<file path="src/rtl/seg7_scan_decoder.sv">
// seg7_scan_decoder
//   Receive end of the multiplexed 4-digit seven-segment scan bus. Samples the
//   active-low anode/cathode scan lines, waits for each digit to be stable, decodes
//   the glyph back to a hex nibble and publishes one 16-bit value per complete
//   scan frame.
//
// Parameters
//   SETTLE      identical synchronized samples needed to accept a digit (>= 1)
//   TIMEOUT     clk cycles without a commit before stale asserts
//
// Ports
//   clk          system clock, rising edge
//   rst_n        asynchronous active-low reset
//   anodes       [3:0] digit enables, active-low, asynchronous to clk
//   cathodes     [6:0] segments a..g active-low, bit 6 = a, bit 0 = g
//   value        [15:0] last committed frame, [15:12] = digit 3 .. [3:0] = digit 0
//   blank        [3:0] per-digit all-segments-off flag of the committed frame
//   seg_err      [3:0] per-digit illegal-glyph flag of the committed frame
//   frame_valid  one-cycle pulse on each commit
//   changed      one-cycle pulse with frame_valid when value differs from before
//   stale        no frame committed within TIMEOUT cycles
module seg7_scan_decoder #(
    parameter int unsigned SETTLE  = 4,
    parameter int unsigned TIMEOUT = 2000000
) (
    input  logic        clk,
    input  logic        rst_n,
    input  logic [3:0]  anodes,
    input  logic [6:0]  cathodes,
    output logic [15:0] value,
    output logic [3:0]  blank,
    output logic [3:0]  seg_err,
    output logic        frame_valid,
    output logic        changed,
    output logic        stale
);

    localparam int unsigned CW = (SETTLE  > 1) ? $clog2(SETTLE + 1) : 1;
    localparam int unsigned TW = (TIMEOUT > 1) ? $clog2(TIMEOUT)    : 1;

    typedef enum logic {
        S_WAIT,
        S_HOLD
    } state_e;

    // Two-flop synchronizers; idle bus is all ones.
    logic [3:0]  an_s1_q, an_s2_q, an_prev_q;
    logic [6:0]  cat_s1_q, cat_s2_q, cat_prev_q;

    state_e      state_q;
    logic [CW-1:0] cnt_q, cnt_d;
    logic [TW-1:0] tcnt_q;

    logic [15:0] sh_val_q;
    logic [3:0]  sh_blank_q, sh_err_q;
    logic [3:0]  seen_q, seen_d;

    logic [15:0] value_q;
    logic [3:0]  blank_q, seg_err_q;
    logic        frame_valid_q, changed_q, stale_q;

    logic        dig_valid;
    logic [1:0]  dig_idx;
    logic [3:0]  gl_nib;
    logic        gl_blank, gl_err;
    logic        same, an_chg, capture, commit, timeout_hit;

    assign value       = value_q;
    assign blank       = blank_q;
    assign seg_err     = seg_err_q;
    assign frame_valid = frame_valid_q;
    assign changed     = changed_q;
    assign stale       = stale_q;

    // Anode pattern -> digit index; anything but a single low line is no digit.
    always_comb begin
        dig_valid = 1'b1;
        dig_idx   = 2'd0;
        case (an_s2_q)
            4'b1110: dig_idx = 2'd3;
            4'b1101: dig_idx = 2'd2;
            4'b1011: dig_idx = 2'd1;
            4'b0111: dig_idx = 2'd0;
            default: dig_valid = 1'b0;
        endcase
    end

    // Glyph -> nibble. Blank and illegal patterns both decode to nibble 0.
    always_comb begin
        gl_nib   = 4'h0;
        gl_blank = 1'b0;
        gl_err   = 1'b0;
        case (cat_s2_q)
            7'b0000001: gl_nib = 4'h0;
            7'b1001111: gl_nib = 4'h1;
            7'b0010010: gl_nib = 4'h2;
            7'b0000110: gl_nib = 4'h3;
            7'b1001100: gl_nib = 4'h4;
            7'b0100100: gl_nib = 4'h5;
            7'b0100000: gl_nib = 4'h6;
            7'b0001111: gl_nib = 4'h7;
            7'b0000000: gl_nib = 4'h8;
            7'b0000100: gl_nib = 4'h9;
            7'b0001000: gl_nib = 4'hA;
            7'b1100000: gl_nib = 4'hB;
            7'b0110001: gl_nib = 4'hC;
            7'b1000010: gl_nib = 4'hD;
            7'b0110000: gl_nib = 4'hE;
            7'b0111000: gl_nib = 4'hF;
            7'b1111111: gl_blank = 1'b1;
            default:    gl_err   = 1'b1;
        endcase
    end

    // cnt_d is the number of identical samples seen so far, minus one. The sample
    // that first shows a new pattern counts as sample 1 (cnt_d = 0), so with
    // SETTLE = 1 a digit is captured on the very first sample, even out of HOLD.
    always_comb begin
        same        = ({an_s2_q, cat_s2_q} == {an_prev_q, cat_prev_q});
        an_chg      = (an_s2_q != an_prev_q);
        cnt_d       = (dig_valid && same) ? cnt_q + CW'(1) : '0;
        capture     = dig_valid && (cnt_d == CW'(SETTLE - 1)) &&
                      ((state_q == S_WAIT) || an_chg);
        commit      = (seen_q == 4'b1111);
        timeout_hit = !commit && (tcnt_q == TW'(TIMEOUT - 1));

        seen_d = (commit || timeout_hit) ? 4'b0000 : seen_q;
        if (capture) begin
            seen_d[dig_idx] = 1'b1;
        end
    end

    always_ff @(posedge clk or negedge rst_n) begin
        if (!rst_n) begin
            an_s1_q       <= '1;
            an_s2_q       <= '1;
            an_prev_q     <= '1;
            cat_s1_q      <= '1;
            cat_s2_q      <= '1;
            cat_prev_q    <= '1;
            state_q       <= S_WAIT;
            cnt_q         <= '0;
            tcnt_q        <= '0;
            sh_val_q      <= '0;
            sh_blank_q    <= '0;
            sh_err_q      <= '0;
            seen_q        <= '0;
            value_q       <= '0;
            blank_q       <= '0;
            seg_err_q     <= '0;
            frame_valid_q <= 1'b0;
            changed_q     <= 1'b0;
            stale_q       <= 1'b1;
        end else begin
            an_s1_q    <= anodes;
            an_s2_q    <= an_s1_q;
            cat_s1_q   <= cathodes;
            cat_s2_q   <= cat_s1_q;
            an_prev_q  <= an_s2_q;
            cat_prev_q <= cat_s2_q;

            // Scan FSM: HOLD ignores cathode-only changes and parks the counter.
            if (capture) begin
                state_q <= S_HOLD;
            end else if ((state_q == S_HOLD) && an_chg) begin
                state_q <= S_WAIT;
            end
            cnt_q <= ((state_q == S_HOLD) && !an_chg) ? '0 : cnt_d;

            if (capture) begin
                sh_val_q[dig_idx*4 +: 4] <= gl_nib;
                sh_blank_q[dig_idx]      <= gl_blank;
                sh_err_q[dig_idx]        <= gl_err;
            end
            seen_q <= seen_d;

            // Commit reads the shadow before any same-cycle capture lands in it.
            frame_valid_q <= commit;
            changed_q     <= commit && (sh_val_q != value_q);
            if (commit) begin
                value_q   <= sh_val_q;
                blank_q   <= sh_blank_q;
                seg_err_q <= sh_err_q;
            end

            if (commit) begin
                stale_q <= 1'b0;
                tcnt_q  <= '0;
            end else if (timeout_hit) begin
                stale_q <= 1'b1;
                tcnt_q  <= '0;
            end else begin
                tcnt_q  <= tcnt_q + TW'(1);
            end
        end
    end

endmodule
</file>
<file path="config.mk">
export PLATFORM = sky130hd
export DESIGN_NAME = seg7_scan_decoder
export DESIGN_NICKNAME = d
export VERILOG_FILES = /design/src/rtl/seg7_scan_decoder.sv
export SDC_FILE = /design/constraint.sdc
export NUM_CORES = 1
export LEC_CHECK = 0
export CAP_MARGIN = 5
export CORE_ASPECT_RATIO = 0.8
export CORE_MARGIN = 2
export CORE_UTILIZATION = 35
export CTS_CLUSTER_SIZE = 28
export DETAILED_ROUTE_END_ITERATION = 8
export SYNTH_ARGS = -nofsm -noshare
export SYNTH_HDL_FRONTEND = slang
export SYNTH_SLANG_ARGS = --single-unit
</file>
<file path="constraint.sdc">
create_clock -name clk -period 2.72 [get_ports clk]
set_input_delay 0.544 -clock clk [delete_from_list [all_inputs] [get_ports clk]]
set_output_delay 0.544 -clock clk [all_outputs]
set_load 0.05 [all_outputs]
</file>
==> impl_metrics.toml <==
[setup_path]
crit_type = "flop to flop"
start_kind = "flop"
cp_cell_sequence = "xor2_1, or4_4, a2111oi_4, buf_4, nand3_1, mux2_2"
path_max_fanout = 16
worstPathRequired_ns = 3.00
worstPathArrival_ns = 2.61
cpMaxStageDelayCell = "dfstp_2"
cp_num_buf_inv = 1
r2r_slack_ns = 0.39
cpPeakStageDelay_ns = 0.70
reg2reg_to = "sh_val_q[7]"
reg2regPathDepth = 6
critical_path.top_delay_family = "flip-flops"
startpoint = "cat_s2_q[3]"
worstSetupEndpointType = "flop"
r2r-start = "cat_s2_q[3]"

[drt]
dr.pass1.iters = 5
drtIter0Drc = 204
wl_per_cell_um = 13.9
antenna_left = 0
drcViolationCount = 0
via_count = 3335
routed_wl_um = 9800
via_per_inst = 4.74

[timing]
layout_worst_path_cycle_share_pct = 85.6
layout_setup_ws_ns = 0.391
hold_violations = 0
maxSlewHeadroom_pct = 50.1
rsz0062_at_grt = "false"
worst_clock_skew_ns = 0.00820
fmax_mhz = 429
maxSlewViolCount = 0
setup_viol = 0
worst_pin_slew_ns = 0.741
finalSetupTns_ns = 0
period_needed_ns = 2.33

[finish]
seq_area_mm2 = 0.00287
nets = 528
antenna_cells = 0
multi_input_area_mm2 = 0.00201
fillers = 1310
drive_gt1_share_pct = 19.1
area_growth_pct = 24.7

[outcome]
status = "completed"

[global_routing]
gr-usage-all-layers_pct = 14.2
grt_pass1_wl_um = 16800
grt.overflow.total = 0
grt_pass1_vias = 3343
antenna_found_initial = 0
grt_max_degree = 48

[clock_network]
htree_levels = 4
clk_pin_slew_worst_paths_ns = 0.05
post_cts_buffers = 0
clockBufferDepth = 2
root_buffer = "clkbuf_16"
cts_inserted_buffers = 17
cts_tree = "built"
cts_resized = 0
cts_num_sinks = 113
clk_latency_ns = 0.40
cts_hold_buffers = 0

[place]
gp_congestion = 0.852
dp_hpwl_um = 6760
port_buffers = 39
place_ws_ns = 0.402

[job]
maxCapViolations = 0

[synth]
synth_top_area_share_pct = 39.6
synth-seq-cells = 113
synth_cells = 455
synth_compound_area_share_pct = 3.93
synth_area_leaders = "dfrtp_1, dfstp_2, nand2_1"
synth_xor_area_share_pct = 8.95
ys_types = 43
synth_top_family_by_area = "simple AND/OR/NAND/NOR gates"
seq_area_frac_synth_pct = 57.5
syn_nets = 477
muxShareOfSynthArea_pct = 5.51
netlist_area_mm2 = 0.00499
synth_fa_ha_area_share_pct = 2.26
synth_area_leader_cell = "dfrtp_1"
yosysWarnings = 0
postSynthAreaPerCell_um2 = 11.0
yosys.area_share.simple_pct = 19.7

[floorplanning]
coreArea_mm2 = 0.0141
die_area_mm2 = 0.0152
num_io_pins = 40
start_util_pct = 35.4
die_x_um = 138
die_h_um = 111
row_count = 39

[power]
switching_share_pct = 20.4
clkPwrFrac_pct = 53.9
irDropWorstVdd_v = 0.000457
power_density_mw_per_mm2 = 660
combPwrFrac_pct = 3.3
internal-power_mw = 3.27
p_sw_mw = 0.836
seqPwrFrac_pct = 42.8
p_leak_nw = 2.83

[worst_hold_path]
hold_path.class = "input pin to async pin"
-- routing by layer --
| metal | vias up | part of all wire [%] | track usage, % | wire length, µm |
|---|---|---|---|---|
| met5 | - | 0 | 0 | 0 |
| met4 | 0 | 0.93 | 4.74 | 91 |
| met3 | 7 | 3.0 | 4.25 | 296 |
| met2 | 51 | 45 | 20.1 | 4360 |
| met1 | 1636 | 52 | 20.6 | 5050 |
| li1 | 1641 | - | - | - |
-- kinds of logic (layout without fill, tap and decap cells) --
group,Yosys count,count (layout)
buf+inv,29,93
flops,113,113
simple gates,201,201
fa+ha+maj,9,9
compound gates,27,27
xor+xnor,51,51
mux,25,25
-- sequential cells by signal (all words and copies together) (netlist names), 7 cells and up --
| name | cells |
|---|---|
| tcnt_q | 21 |
| sh_val_q | 16 |
| value | 16 |
| cat_prev_q | 7 |
| cat_s1_q | 7 |
| cat_s2_q | 7 |
-- through the flow --
step / area, µm² / hold slack, ns / util, % / cells / power (mW)
floorplan: 4990 / 0.248 / - / 455 / 1.85
detailed placement: 5620 / 0.347 / 39.9 / 671 / 1.92
finish: 6230 / 0.157 / 44.2 / 703 / 4.11
CTS: 6230 / 0.163 / 44.2 / 703 / 4.16
global placement: 5620 / 0.346 / 39.9 / 671 / 1.92
global route: 6230 / 0.188 / 44.2 / 703 / 4.27
-- synth_stat cells --
cell	number
nand4_1	13
and3b_1	1
o21bai_1	3
o22ai_1	2
or3b_2	2
o21ai_0	9
or4_4	1
buf_1	2
or2_2	4
inv_1	15
nand2_1	76
dfstp_2	34
nand3b_1	3
nor2_1	43
nand3_2	1
a211oi_1	2
nand2b_1	6
a31oi_1	1
mux2i_1	5
or4_1	2
a22o_1	2
nand4bb_1	1
and4b_1	1
ha_1	9
nor3_1	7
and3_1	3
a2111oi_4	1
or3_1	1
xor2_1	20
a211o_1	1
o32ai_1	1
nor4bb_1	1
clkbuf_1	12
and4_1	5
mux2_2	20
nor3b_2	1
nor4_1	9
a32oi_1	2
nor2b_1	3
a21oi_1	3
dfrtp_1	79
nand3_1	17
xnor2_1	31
-- layout make-up --
type                       instances  area share [%]
sequential                       113            46.1
multi-input combinational        313            32.3
clock buffer                      29            9.04
timing repair buffer              46            7.27
tap                              184            3.70
inverter                          15           0.904
clock inverter                     3           0.643
-- cells in the final DEF, fill, tap and decap left out, types with 3 or more instances in the layout --
cell / synthesis / final
nor2_1: 43 / 43
a21oi_1: 3 / 3
dfrtp_1: 79 / 79
o21ai_0: 9 / 9
and4_1: 5 / 5
buf_4: 0 / 7
ha_1: 9 / 9
xor2_1: 20 / 20
mux2i_1: 5 / 5
nand2b_1: 6 / 6
mux2_2: 20 / 20
nor4_1: 9 / 9
xnor2_1: 31 / 31
o21bai_1: 3 / 3
and3_1: 3 / 3
nor3_1: 7 / 7
clkbuf_16: 0 / 19
nor2b_1: 3 / 3
clkbuf_8: 0 / 5
nand3_1: 17 / 17
nand3b_1: 3 / 3
nand4_1: 13 / 13
or2_2: 4 / 4
clkbuf_1: 12 / 5
dfstp_2: 34 / 34
clkdlybuf4s50_1: 0 / 38
inv_1: 15 / 15
nand2_1: 76 / 76
-- worst max-delay path by stage --
stage	end	slack, ns	cells past startpoint
2_1_floorplan	sh_val_q[11]	0.46	6
4_1_cts	sh_val_q[9]	0.40	6
3_5_place_dp	sh_val_q[9]	0.40	6
6_report	sh_val_q[7]	0.39	6
3_3_place_gp	sh_val_q[0]	0.46	6
5_1_grt	sh_val_q[7]	0.28	6
-- worst reg2reg max path, cell delays in order (launching register included) --
cell and delay, ns:
dfstp_2 0.70, xor2_1 0.11, or4_4 0.44, a2111oi_4 0.19, buf_4 0.21, nand3_1 0.20
mux2_2 0.35
-- power by group through the flow --
stage / Clock [mW] / Sequential, mW / Combinational, mW
final: 2.22 / 1.76 / 0.135
after global routing: 2.35 / 1.76 / 0.154
after CTS: 2.27 / 1.76 / 0.138
after detailed placement: 0 / 1.79 / 0.137
after global placement: 0 / 1.78 / 0.135
after floorplan: 0 / 1.77 / 0.0744
Power figures use the tool's default switching activity.
